`src/rtl/robots_ps2_rx_pkg.sv`:
```
// Shared definitions for the robots PS/2 receive path and the downstream scan-code decoder.
package robots_ps2_rx_pkg;

  typedef enum logic [1:0] {
    RX_IDLE   = 2'd0,
    RX_DATA   = 2'd1,
    RX_PARITY = 2'd2,
    RX_STOP   = 2'd3
  } rx_state_e;

  localparam int PS2_FRAME_BITS = 11;

  // Scan-code prefixes consumed by the keyboard-command decoder.
  localparam logic [7:0] SC_BREAK    = 8'hF0;
  localparam logic [7:0] SC_EXTENDED = 8'hE0;

  // PS/2 uses odd parity: data plus parity bit must hold an odd number of ones.
  function automatic logic odd_parity_ok(input logic [7:0] data, input logic par);
    return ^{data, par};
  endfunction

endpackage

```
`src/rtl/robots_ps2_rx_if.sv`:
```
// Byte stream and error pulses from the PS/2 receiver to its consumer.
interface robots_ps2_rx_if;
  logic [7:0] rx_data;
  logic       rx_valid;
  logic       rx_ready;
  logic       err_parity;
  logic       err_frame;
  logic       err_overrun;

  modport master (
    output rx_data, rx_valid, err_parity, err_frame, err_overrun,
    input  rx_ready
  );

  modport slave (
    input  rx_data, rx_valid, err_parity, err_frame, err_overrun,
    output rx_ready
  );
endinterface

```
`src/rtl/robots_ps2_rx_sync_filter.sv`:
```
// Two-flop synchroniser followed by a level filter that ignores pulses shorter than FILT_LEN cycles.
module robots_ps2_rx_sync_filter #(
  parameter int FILT_LEN = 8
) (
  input  logic clk,
  input  logic rst,
  input  logic din,
  output logic dout
);

  localparam logic [7:0] CNT_LAST = 8'(FILT_LEN - 1);

  logic       sync1, sync2;
  logic [7:0] cnt;

  // NOTE: sequential state is always written with non-blocking assignments so every flop samples pre-edge values.
  always_ff @(posedge clk or posedge rst) begin
    if (rst) begin
      sync1 <= 1'b1;
      sync2 <= 1'b1;
      dout  <= 1'b1;
      cnt   <= '0;
    end else begin
      sync1 <= din;
      sync2 <= sync1;
      if (sync2 == dout) begin
        cnt <= '0;
      end else if (cnt == CNT_LAST) begin
        dout <= sync2;
        cnt  <= '0;
      end else begin
        cnt <= cnt + 8'd1;
      end
    end
  end

endmodule

```
`src/rtl/robots_ps2_rx.sv`:
```
// PS/2 port A receiver: conditions the pins, deframes 11-bit frames, and buffers one byte.
module robots_ps2_rx #(
  parameter int FILT_LEN    = 8,
  parameter int TIMEOUT_CYC = 65000
) (
  input  logic           clk,
  input  logic           rst,
  input  logic           ps2_clk_i,
  input  logic           ps2_dat_i,
  robots_ps2_rx_if.master rx
);
  import robots_ps2_rx_pkg::*;

  // Compared against the pre-increment count so the abort lands on the edge the count reaches TIMEOUT_CYC-1.
  localparam logic [19:0] TMO_FIRE = 20'(TIMEOUT_CYC - 2);

  logic       clk_f, dat_f, clk_f_q, fall;
  rx_state_e  state_q, state_d;
  logic [2:0] bit_cnt;
  logic [7:0] shift;
  logic       par_q;
  logic [19:0] tmo;
  logic       frame_good, parity_bad, frame_bad;
  logic [7:0] data_q;
  logic       valid_q, perr_q, ferr_q, oerr_q;

  robots_ps2_rx_sync_filter #(.FILT_LEN(FILT_LEN)) u_clk_filt (
    .clk(clk), .rst(rst), .din(ps2_clk_i), .dout(clk_f)
  );

  robots_ps2_rx_sync_filter #(.FILT_LEN(FILT_LEN)) u_dat_filt (
    .clk(clk), .rst(rst), .din(ps2_dat_i), .dout(dat_f)
  );

  assign fall = clk_f_q & ~clk_f;

  // NOTE: every output of this block gets a default first, so no path leaves a value held and no latch is inferred.
  always_comb begin
    state_d    = state_q;
    frame_good = 1'b0;
    parity_bad = 1'b0;
    frame_bad  = 1'b0;
    if (fall) begin
      unique case (state_q)
        RX_IDLE:   if (!dat_f) state_d = RX_DATA;
        RX_DATA:   if (bit_cnt == 3'd7) state_d = RX_PARITY;
        RX_PARITY: state_d = RX_STOP;
        RX_STOP: begin
          state_d = RX_IDLE;
          if (!dat_f)                            frame_bad  = 1'b1;
          else if (!odd_parity_ok(shift, par_q)) parity_bad = 1'b1;
          else                                   frame_good = 1'b1;
        end
        default: state_d = RX_IDLE;
      endcase
    end else if (state_q != RX_IDLE && tmo == TMO_FIRE) begin
      state_d   = RX_IDLE;
      frame_bad = 1'b1;
    end
  end

  always_ff @(posedge clk or posedge rst) begin
    if (rst) begin
      state_q <= RX_IDLE;
      clk_f_q <= 1'b1;
      bit_cnt <= '0;
      shift   <= '0;
      par_q   <= 1'b0;
      tmo     <= '0;
    end else begin
      state_q <= state_d;
      clk_f_q <= clk_f;
      if (fall && state_q == RX_IDLE) bit_cnt <= '0;
      if (fall && state_q == RX_DATA) begin
        shift   <= {dat_f, shift[7:1]};
        bit_cnt <= bit_cnt + 3'd1;
      end
      if (fall && state_q == RX_PARITY) par_q <= dat_f;
      if (fall || state_q == RX_IDLE || state_d == RX_IDLE) tmo <= '0;
      else                                                  tmo <= tmo + 20'd1;
    end
  end

  // A simultaneous consume frees the buffer in the same cycle the new byte arrives.
  always_ff @(posedge clk or posedge rst) begin
    if (rst) begin
      data_q  <= '0;
      valid_q <= 1'b0;
      perr_q  <= 1'b0;
      ferr_q  <= 1'b0;
      oerr_q  <= 1'b0;
    end else begin
      perr_q <= parity_bad;
      ferr_q <= frame_bad;
      oerr_q <= frame_good && valid_q && !rx.rx_ready;
      if (frame_good && (!valid_q || rx.rx_ready)) begin
        data_q  <= shift;
        valid_q <= 1'b1;
      end else if (valid_q && rx.rx_ready) begin
        valid_q <= 1'b0;
      end
    end
  end

  assign rx.rx_data     = data_q;
  assign rx.rx_valid    = valid_q;
  assign rx.err_parity  = perr_q;
  assign rx.err_frame   = ferr_q;
  assign rx.err_overrun = oerr_q;

endmodule
```
`src/flat_wrapper.sv`:
```
// flat-port wrapper written by rule: the top's interface ports become plain ports
module robots_ps2_rx_flat import robots_ps2_rx_pkg::*;
#(
  parameter int FILT_LEN    = 8,
  parameter int TIMEOUT_CYC = 65000
)
  (clk, rst, ps2_clk_i, ps2_dat_i, rx_rx_data, rx_rx_valid, rx_err_parity, rx_err_frame, rx_err_overrun, rx_rx_ready);
  robots_ps2_rx_if rx_i ();
  input  logic clk;
  input  logic rst;
  input  logic ps2_clk_i;
  input  logic ps2_dat_i;
  output wire logic [$bits(rx_i.rx_data)-1:0] rx_rx_data;
  output wire logic [$bits(rx_i.rx_valid)-1:0] rx_rx_valid;
  output wire logic [$bits(rx_i.err_parity)-1:0] rx_err_parity;
  output wire logic [$bits(rx_i.err_frame)-1:0] rx_err_frame;
  output wire logic [$bits(rx_i.err_overrun)-1:0] rx_err_overrun;
  input wire logic [$bits(rx_i.rx_ready)-1:0] rx_rx_ready;
  assign rx_rx_data = rx_i.rx_data;
  assign rx_rx_valid = rx_i.rx_valid;
  assign rx_err_parity = rx_i.err_parity;
  assign rx_err_frame = rx_i.err_frame;
  assign rx_err_overrun = rx_i.err_overrun;
  assign rx_i.rx_ready = rx_rx_ready;
  robots_ps2_rx #(.FILT_LEN(FILT_LEN), .TIMEOUT_CYC(TIMEOUT_CYC)) u_core (.clk(clk), .rst(rst), .ps2_clk_i(ps2_clk_i), .ps2_dat_i(ps2_dat_i), .rx(rx_i));
endmodule
```
`config.mk`:
```
export PLATFORM = sky130hd
export DESIGN_NAME = robots_ps2_rx_flat
export DESIGN_NICKNAME = d
export VERILOG_FILES = /design/src/rtl/robots_ps2_rx_pkg.sv /design/src/rtl/robots_ps2_rx_if.sv /design/src/rtl/robots_ps2_rx_sync_filter.sv /design/src/rtl/robots_ps2_rx.sv /design/src/flat_wrapper.sv
export SDC_FILE = /design/constraint.sdc
export NUM_CORES = 1
export LEC_CHECK = 0
export ABC_AREA = 0
export BUFFER_PORTS_ARGS = -buffer_cell sky130_fd_sc_hd__buf_2
export CAP_MARGIN = 25
export CORE_ASPECT_RATIO = 1.75
export CORE_UTILIZATION = 45
export CTS_CLUSTER_DIAMETER = 40
export CTS_CLUSTER_SIZE = 28
export DETAILED_ROUTE_END_ITERATION = 12
export HOLD_SLACK_MARGIN = 0.1
export PLACE_DENSITY = 0.59
export REMOVE_ABC_BUFFERS = 1
export SYNTH_ARGS = -nofsm -noshare
export SYNTH_HDL_FRONTEND = slang
export SYNTH_HIERARCHICAL = 1
export SYNTH_SLANG_ARGS = --single-unit
```
`constraint.sdc`:
```
create_clock -name clk -period 4.3 [get_ports clk]
set_input_delay 0.43 -clock clk [delete_from_list [all_inputs] [get_ports clk]]
set_output_delay 0.43 -clock clk [all_outputs]
set_load 0.02 [all_outputs]
```
== Word-level counts from Yosys, hierarchy flattened ==
Index checks and enable logic that the tools add are counted.
Storage, ports and cells
  bits in latches: 0
  RAM bits: 0
  memories kept: 0
  bits in read-only memories: 0
  output and inout port bits: 12
  bits in registers: 69
Cells by class
  div/mod/pow operators: 0
  bitwise gates (word level): 4
  multiply operators: 0
  $lt $le $gt $ge: 0
  eq/ne operators: 9
  shifts and indexed selects: 0
  muxes and demuxes: 26
  reductions and logical operators: 21
  add/sub/neg operators: 4
Operators by type and width (number)
  $mux W8: 4
  $add A20 B1 Y20 const B: 1
  $eq A20 B16 Y1 const B: 1
  $mux W20: 1
  $add A8 B1 Y8 const B: 2
  $eq A8 B3 Y1 const B: 2
  $mux W1: 14
  $reduce_xor A9 Y1: 1
  $logic_and A1 B1 Y1: 8
  $mux W2: 4
  $pmux W2 S4: 1
  $mux W3: 2
  $reduce_bool A2 Y1: 3
  $eq A2 B2 Y1 const B: 2
  $logic_not A2 Y1: 2
  $reduce_and A2 Y1: 2
  $add A3 B1 Y3 const B: 1
  $eq A3 B3 Y1 const B: 1
  $logic_or A1 B1 Y1: 3
  $not A1 Y1: 3
  $eq A1 B1 Y1: 2
  $eq A2 B1 Y1 const B: 1
  $logic_not A1 Y1: 2
  $and A1 B1 Y1: 1

== Longest topological paths before layout ==
Gate-level depths: netlist of the first run.
  depth after elaboration: 7
  depth in mapped cells: 7

== Cells and area by module ==
Netlist of the first run, hierarchy kept.
Modules (own cells, without submodules)
  robots_ps2_rx: sequential area each 1177.4 sq um, cells an instance 194, instances 1, area each 2234.6 sq um
  robots_ps2_rx_sync_filter: sequential area each 279.0 sq um, cells an instance 44, instances 2, area each 515.5 sq um

== Least setup slack after synthesis of the first run ==
Ideal clock, no wire load.
  path type: register to register
  start: reg u_core.shift[7]
  end: reg u_core.data_q[0] (netlist: u_core/rx.rx_data[0])
  stages on the path, launching flop included: 5
  setup time: 125 ps
  setup slack: 2291 ps
  arrival time: 1884 ps
  data required time: 4175 ps
  cell sequence: dfrtp_1 > xnor3_1 > or4b_4 > mux2i_4 > mux2_2
On the way
  cells in the longest elaborated chain, start to end: 6
Ends and longest elaborated chain
  start, declared: RTL line robots_ps2_rx.sv:20  | logic [7:0] shift;
  start signal, assigned: RTL line robots_ps2_rx.sv:75  | shift <= {dat_f, shift[7:1]};
  $reduce_xor A9 Y1: RTL line robots_ps2_rx_pkg.sv:19  | return ^{data, par};
  $mux W1: RTL line robots_ps2_rx.sv:51  | else if (!odd_parity_ok(shift, par_q)) parity_bad = 1'b1;
  $mux W1: RTL line robots_ps2_rx.sv:50  | if (!dat_f) frame_bad = 1'b1;
  $mux W1: RTL line robots_ps2_rx.sv:44  | unique case (state_q)
  $mux W1: RTL line robots_ps2_rx.sv:43  | if (fall) begin
  $logic_and A1 B1 Y1: RTL line robots_ps2_rx.sv:96  | if (frame_good && (!valid_q || rx.rx_ready)) begin
  end signal, assigned: RTL line robots_ps2_rx.sv:97  | data_q <= shift;
  end, declared: RTL line robots_ps2_rx.sv:24  | logic [7:0] data_q;
No other way between the ends.
A chain may end at the register's enable or synchronous reset.

== Worst setup path in the final report of the first run ==
  start: reg u_core.state_q[0]
  end: reg u_core.tmo[2]
On the way
  cells in the longest elaborated chain, start to end: 7
  elaborated cells between the ends (all ways): 15
  those cells by class: 3 x eq/ne; 6 x mux; 6 x reduce/logical
Ends and longest elaborated chain
  start, declared: RTL line robots_ps2_rx.sv:18  | rx_state_e state_q, state_d;
  start signal, assigned: RTL line robots_ps2_rx.sv:71  | state_q <= state_d;
  branches (longest 5 deep; another with $pmux W2 S4)
  $logic_or A1 B1 Y1 *: RTL line robots_ps2_rx.sv:79  | if (fall || state_q == RX_IDLE || state_d == RX_IDLE) tmo <= '0;
  $mux W20 *: RTL line robots_ps2_rx.sv:79
  end signal, assigned: RTL line robots_ps2_rx.sv:80  | else tmo <= tmo + 20'd1;
  end, declared: RTL line robots_ps2_rx.sv:22  | logic [19:0] tmo;
Every way passes the cells marked *.

==> run metrics, run 1 <==
status=complete, no violations; share of cells above drive strength 1=22.08%; Final GP Congestion=0.7535; register area share after synthesis=53.14%; final setup fails=0; most used cell, CP=buf_4; worst slew pin tran=0.6030 ns; pin count of the biggest net entering global routing=48; RSZ-0062 raised after global routing=no; EDFF count, synth=0; post-synth cell types=41; Reg power frac=43.7%; async set-reset flop share out of synthesis=100.0%; Root Buffer Master=clkbuf_16; Synth Flop Type=dfrtp_1; clock tree buffer depth=2; CP max stage cell=or4b_2; Final Hold Viols=0; Tot Pwr=1.890 mW; DRC=0; Port Buffers=16; Via density=5.523; Net Sw Frac=28.36%; PD cells=between 500 and 600 nW/um^2; Period Utilization, post-route=59.64%; # hold bufs at CTS=0; Die Ht=114.7 um; chip width=66.40 um; crit path max fanout=21; synthesized flop and latch total=69; core box area=about 7000 sq um; register area=1735 sq um; Overflow after GRT=0; Sum Neg Setup Slack=0 ns; slowest cell delay on critical path=0.69 ns; TritonCTS buffer count=9; slew margin rel.=59.56%; Peak Freq=389.9 MHz; Clk pin slew, worst setup/hold paths=0.05 ns; Post-synth top cells=dfrtp_1, mux2_2, nor3_1; TritonCTS clock tree=yes; WL/cell=~15 um; row count=40; DRT Pass-1 Iters=4; Buf/Inv on CP=2; Detail Route Antenna Nets=0; crit path cell chain=nor2_1, buf_4, or4b_2, o31ai_2, buf_4, nor3_1; crit path launch type=flop; WS Path Type=flop to flop; Cells after Synth=282; Starting Density=46.94%; crit-path leading delay family=simple AND/OR/NAND/NOR gates; I/O Pins=17; post-layout util=a little over half; 1st-iter DRT viols=119; Post-CTS Resized=0; post-synth top area cell=dfrtp_1; CTS H-tree lvls=3; logic gate share of total power=17.3%; Tmin final=2.565 ns; vias in the first global route=2256; Worst Path Required=4.51 ns; P_int=1.354 mW; CP Capture Type=flop; Worst-Skew Late Latency=about 0.33 ns; synth warn=6; Clk pwr share=38.9%; worst-case clock skew=0.003958 ns; most frequent cell after synthesis=dfrtp_1; total routed wirelength=~5.8 mm; Tot GR Track Use=18.35%; CP Data Arrival Time=2.77 ns; area grow syn2layout=14.94%; Max VDD drop=roughly 340 uV; Mapped Avg Cell Area=11.58 sq um; number of fill cells in the layout=625; first-pass GRT wire length=10.25 mm; die area=7615 sq um; hpwl dp=4.018 mm; Final Slew Violations=0; Syn Std Cell Area=between 3000 and 4000 sq um; # Post-CTS Setup Buffers=0; Sw Pwr=536.0 uW; min-delay worst type=input port to asynchronous set/reset pin; leakage=1.695 nW; Via Count=2165; Sink Count=69; Hold WS=~0.094 ns; initial antenna violation count=0; max cap viols=0; main area contributors after synthesis=dfrtp_1, mux2_2, dfstp_2; NumNets Final=318; post-synth top area share=47.51%; Multi-input gate area=~1500 sq um; n_diodes=0
cell usage in the layout, fill, tap and decap left out, types with 3 or more instances in the layout:
master	n
dfrtp_1	62
nor3_1	18
mux2_2	18
nand3_1	17
buf_2	16
nand2_1	14
o21ai_0	14
xor2_1	14
nor2_1	13
or3_1	12
inv_1	11
clkbuf_16	9
a21oi_1	9
xnor2_1	9
ha_1	8
nand4_1	7
a211oi_1	7
dfstp_2	7
clkbuf_8	3
nand2b_1	3
and4_1	3
power groups by stage:
| stage | Combinational, mW | Sequential (mW) | Clock, mW |
|---|---|---|---|
| finish | 0.327 | 0.827 | 0.736 |
| global route | 0.368 | 0.841 | 0.779 |
| CTS | 0.332 | 0.828 | 0.752 |
| detailed placement | 0.329 | 0.838 | 0 |
| global placement | 0.324 | 0.836 | 0 |
| floorplan | 0.253 | 0.808 | 0 |
final cells by class:
cell class | instances | area share [%]
multi-input combinational | 194 | 38.70
clock buffer | 13 | 7.200
tap | 84 | 2.800
timing repair buffer | 19 | 3.067
clock inverter | 1 | 0.8000
inverter | 12 | 1.200
sequential | 69 | 46.23
worst reg2reg max path, delay by kind of cell, from the launching register on:
kind	cells	cell delay, ns
buf+inv	2	0.53
simple gates	3	0.86
flops	1	0.47
compound gates	1	0.59
cells by family after synthesis:
logic type,count (synthesis),synth area share [%]
xor gates and xnor gates,25,7.548
muxes,21,7.586
DFF,69,53.14
buffers and inverters,19,2.375
adders and majority gates,8,3.065
AOI/OAI and AO/OA,36,7.931
and+or+nand+nor,104,18.35
final timing paths:
| check | startpoint | to | slack [ns] | cells after the start |
|---|---|---|---|---|
| min reg2reg | u_core/u_clk_filt/sync1$_DFF_PP1_ | u_core/u_clk_filt/sync2$_DFF_PP1_ | 0.36 | 0 |
| max reg2reg | u_core/state_q[0]$_DFF_PP0_ | u_core/tmo[2]$_DFF_PP0_ | 1.74 | 6 |
| max in group asynchronous | rst | u_core/clk_f_q$_DFF_PP1_ | 3.66 | 3 |
| max | u_core/state_q[0]$_DFF_PP0_ | u_core/tmo[2]$_DFF_PP0_ | 1.74 | 6 |
| min in group clk | ps2_clk_i | u_core/u_clk_filt/sync1$_DFF_PP1_ | 0.20 | 1 |
| min | rst | u_core/state_q[0]$_DFF_PP0_ | 0.09 | 2 |
state kept, by name (all words and copies together), names as in the netlist:
register                 count
u_core/bit_cnt               3
u_core/clk_f_q               1
u_core/u_clk_filt/cnt        8
u_core/rx.rx_valid           1
u_core/tmo                  20
u_core/rx.err_overrun        1
u_core/rx.err_parity         1
u_core/u_clk_filt/sync2      1
u_core/par_q                 1
u_core/rx.err_frame          1
u_core/u_clk_filt/sync1      1
u_core/state_q               2
u_core/rx.rx_data            8
u_core/shift                 8
u_core/u_dat_filt/dout       1
u_core/u_clk_filt/dout       1
u_core/u_dat_filt/cnt        8
u_core/u_dat_filt/sync1      1
u_core/u_dat_filt/sync2      1
through the flow:
step,area [sq um],std cells,setup slack (ns)
after floorplan,3233,275,1.737
after global placement,3433,377,1.843
after detailed placement,3433,377,1.755
after CTS,3734,391,1.735
after global routing,3754,392,1.552
final,3754,392,1.735
routing by layer:
| metal | global-route usage, % | wire [um] | vias up |
|---|---|---|---|
| met5 | 0 | 0 | - |
| met3 | 4.482 | 135 | 9 |
| li1 | - | - | 1060 |
| met2 | 29.93 | 3114 | 23 |
| met4 | 11.06 | 167 | 0 |
| met1 | 21.31 | 2416 | 1073 |
No activity file was read; power rests on OpenSTA's default activity.
==> inputs of run 2 (changes only) <==
ABC_AREA = 1   (was 0)
PLACE_DENSITY = 0.61   (was 0.59)
clock period = 2.3 ns   (was 4.3 ns; I/O delays follow)
==> run 2 against run 1 <==
Via count is 23% higher. Routed wire length is 16% higher. Global-route usage is 0.17 points higher. Clock skew is 0.00082 ns higher. Area after synthesis is 8.9% higher. Maximum frequency is 27% higher. Largest cell class unchanged.
==> run metrics, run 2 <==
Die Ht=119.6 um (was 114.7 um); Mapped Avg Cell Area=8.469 sq um (was 11.58 sq um); GR peak layer=met2 (unchanged); Hold Crit Endpoint=u_core/u_dat_filt/sync2$_DFF_PP1_; Hold Startpoint=u_core/u_dat_filt/sync1$_DFF_PP1_; Post-synth top cells=nand2_1, dfrtp_1, nor2_1 (was dfrtp_1, mux2_2, nor3_1); leakage=2.010 nW (was 1.695 nW); Syn Std Cell Area=3557 sq um (was 3266 sq um); Clk pin slew, worst setup/hold paths=0.05 ns (about the same); worst slew pin tran=0.9310 ns (was 0.6030 ns); Port Buffers=16 (unchanged); main area contributors after synthesis=dfrtp_1, nand2_1, nor2_1 (was dfrtp_1, mux2_2, dfstp_2); crit path max fanout=20 (was 21); Worst Path Required=2.47 ns (was 4.51 ns); pin count of the biggest net entering global routing=25 (was 48); Tmin final=2.022 ns (was 2.565 ns); Max VDD drop=959.8 uV (was 341.1 uV); DP Area=3742 sq um (was 3433 sq um); NumNets Final=461 (was 318); Root Buffer Master=clkbuf_16 (unchanged); Final GP Congestion=0.8235 (was 0.7535); Final Slew Violations=0 (unchanged); number of flip-flops in the largest register=20 (unchanged); final setup margin=0.2781 ns (was 1.735 ns); chip width=69.21 um (was 66.40 um); WS Path Type=flop to flop (unchanged); reg-to-reg endpoint=u_core/tmo[11]$_DFF_PP0_ (was u_core/tmo[2]$_DFF_PP0_); Sink Count=69 (unchanged); core box area=7620 sq um (was 6957 sq um); WL/cell=12.50 um (was 14.88 um); Reg with most FFs=u_core/tmo (unchanged); Tot GR Track Use=18.52% (was 18.35%); DP Cell Count=522 (was 377); CP Capture Type=flop (unchanged); TritonCTS buffer count=9 (unchanged); EDFF count, synth=0 (unchanged); max cap viols=0 (unchanged); worst reg2reg setup slack=0.28 ns (was 1.74 ns); post-synth cell types=37 (was 41); Non-Filler Instances=541 (was 392); most frequent cells in the layout=nand2_1, dfrtp_1, nor2_1 (was dfrtp_1, nor3_1, mux2_2); Sum Neg Setup Slack=0 ns (unchanged); worst-case clock skew=0.004779 ns (was 0.003958 ns); DRT Pass-1 Iters=4 (unchanged); vias in the first global route=2765 (was 2256); # Post-CTS Setup Buffers=0 (unchanged); total routed wirelength=6.761 mm (was 5.833 mm); hold-critical path depth=0; met3 Use GR=3.610% (was 4.482%); met2 usage=35.13% (was 29.93%); CP Data Arrival Time=2.19 ns (was 2.77 ns); initial antenna violation count=0 (unchanged); most frequent cell after synthesis=nand2_1 (was dfrtp_1); number of fill cells in the layout=722 (was 625); area grow syn2layout=14.84% (was 14.94%); PD cells=978.5 nW/um^2 (was 503.5 nW/um^2); die area=8279 sq um (was 7615 sq um); crit path launch type=flop (unchanged); slew margin rel.=37.75% (was 59.56%); 1st-iter DRT viols=127 (was 119); hpwl dp=5.133 mm (was 4.018 mm); async set-reset flop share out of synthesis=100.0% (unchanged); DP Worst Slack=0.2832 ns (was 1.755 ns); clock tree buffer depth=2 (unchanged); met1 usage=18.52% (was 21.31%); RSZ-0062 raised after global routing=no (unchanged); final setup fails=0 (unchanged); first-pass GRT wire length=11.97 mm (was 10.25 mm); min-delay worst type=flop to flop (was input port to asynchronous set/reset pin); Detail Route Antenna Nets=0 (unchanged); TritonCTS clock tree=yes (unchanged); Final Hold Viols=0 (unchanged); n_diodes=0 (unchanged); status=complete, no violations (unchanged); Synth Flop Type=dfrtp_1 (unchanged); Starting Density=46.68% (was 46.94%); most common cell after layout, fill and taps aside=nand2_1 (was dfrtp_1); Via Count=2668 (was 2165); Peak Freq=494.6 MHz (was 389.9 MHz); I/O Pins=17 (unchanged); Design Area, Final=4085 sq um (was 3754 sq um); synthesized flop and latch total=69 (unchanged); DRC=0 (unchanged); Period Utilization, post-route=87.91% (was 59.64%); register area share after synthesis=48.79% (was 53.14%); CTS H-tree lvls=3 (unchanged); Overflow after GRT=0 (unchanged); Worst-Skew Late Latency=0.32 ns (was 0.33 ns); Critical R2R Launch=u_core/bit_cnt[0]$_DFFE_PP0P_ (was u_core/state_q[0]$_DFF_PP0_); Cells after Synth=420 (was 282); row count=42 (was 40); share of cells above drive strength 1=17.22% (was 22.08%); Via density=4.932 (was 5.523); post-synth top area share=43.62% (was 47.51%); synth warn=6 (unchanged); post-synth top area cell=dfrtp_1 (unchanged); R2R depth=7 (was 6)
run 2: cell count changes after synthesis, sizes merged, moves of 12 or more:
cell,change
nor2,+60
inv,+38
mux2,-19
or3,-12
nand2,+95
nor3,-12
nand3,+20
run 2: metrics by stage:
stage / hold slack, ns / util, % / total power [mW]
2_1_floorplan: 0.08029 / - / 2.368
6_report: 0.3558 / 53.61 / 3.997
5_1_grt: 0.3609 / 53.61 / 4.248
3_3_place_gp: 0.2686 / 49.11 / 2.587
3_5_place_dp: 0.2718 / 49.11 / 2.617
4_1_cts: 0.3564 / 53.61 / 4.059
run 2: power breakdown:
part           total (mW)  internal [mW]  switching (mW)  leakage [nW]
Combinational       0.998          0.317           0.680         0.936
Sequential           1.59           1.39           0.199         0.922
Clock                1.41          0.926           0.483         0.152
Total                4.00           2.63            1.36          2.01
run 2: cell families (layout without fill, tap and decap cells):
family,after synthesis,in the layout,synth area share (%)
buf+inv,56,89,6.155
simple gates,233,233,31.16
mux,1,1,0.3165
xor+xnor,23,23,5.663
compound gates,30,30,5.100
fa+ha+maj,8,8,2.814
flops,69,69,48.79
run 2: final cells by class:
type	count	area, sq um	share of cell area, %
sequential	69	1735	42.48
tap	88	110.1	2.695
inverter	51	191.4	4.686
timing repair buffer	22	132.6	3.247
multi-input combinational	295	1603	39.23
clock inverter	3	42.54	1.041
clock buffer	13	270.3	6.616
run 2: what timing repair did:
| action | 4_1_cts | 5_1_grt |
|---|---|---|
| hold buffers | 3 | 0 |
| resized for setup | 0 | 0 |
| hold endpoints to repair | 40 | 0 |
run 2: worst max-delay path, stage by stage, from the launching register on:
cell and delay (ns):
dfrtp_1 0.36, ha_1 0.17, ha_1 0.18, nor2_1 0.05, o21ai_0 0.14, a21oi_1 0.11, o211ai_2 0.74, nor2_1 0.11
run 2: how the worst max path moves through the flow:
stage                               endpoint                          start  slack, ns
floorplan           u_core/tmo[11]$_DFF_PP0_  u_core/bit_cnt[0]$_DFFE_PP0P_       0.62
global placement    u_core/tmo[11]$_DFF_PP0_  u_core/bit_cnt[0]$_DFFE_PP0P_       0.30
finish              u_core/tmo[11]$_DFF_PP0_  u_core/bit_cnt[0]$_DFFE_PP0P_       0.28
global route        u_core/tmo[18]$_DFF_PP0_  u_core/bit_cnt[0]$_DFFE_PP0P_       0.06
detailed placement  u_core/tmo[11]$_DFF_PP0_  u_core/bit_cnt[0]$_DFFE_PP0P_       0.28
CTS                 u_core/tmo[11]$_DFF_PP0_  u_core/bit_cnt[0]$_DFFE_PP0P_       0.27
run 2: per-layer routing:
| layer | share of wire [%] | vias to the layer above |
|---|---|---|
| met2 | 57 | 23 |
| met3 | 1.5 | 13 |
| li1 | - | 1379 |
| met5 | 0 | - |
| met1 | 39 | 1253 |
| met4 | 2.8 | 0 |
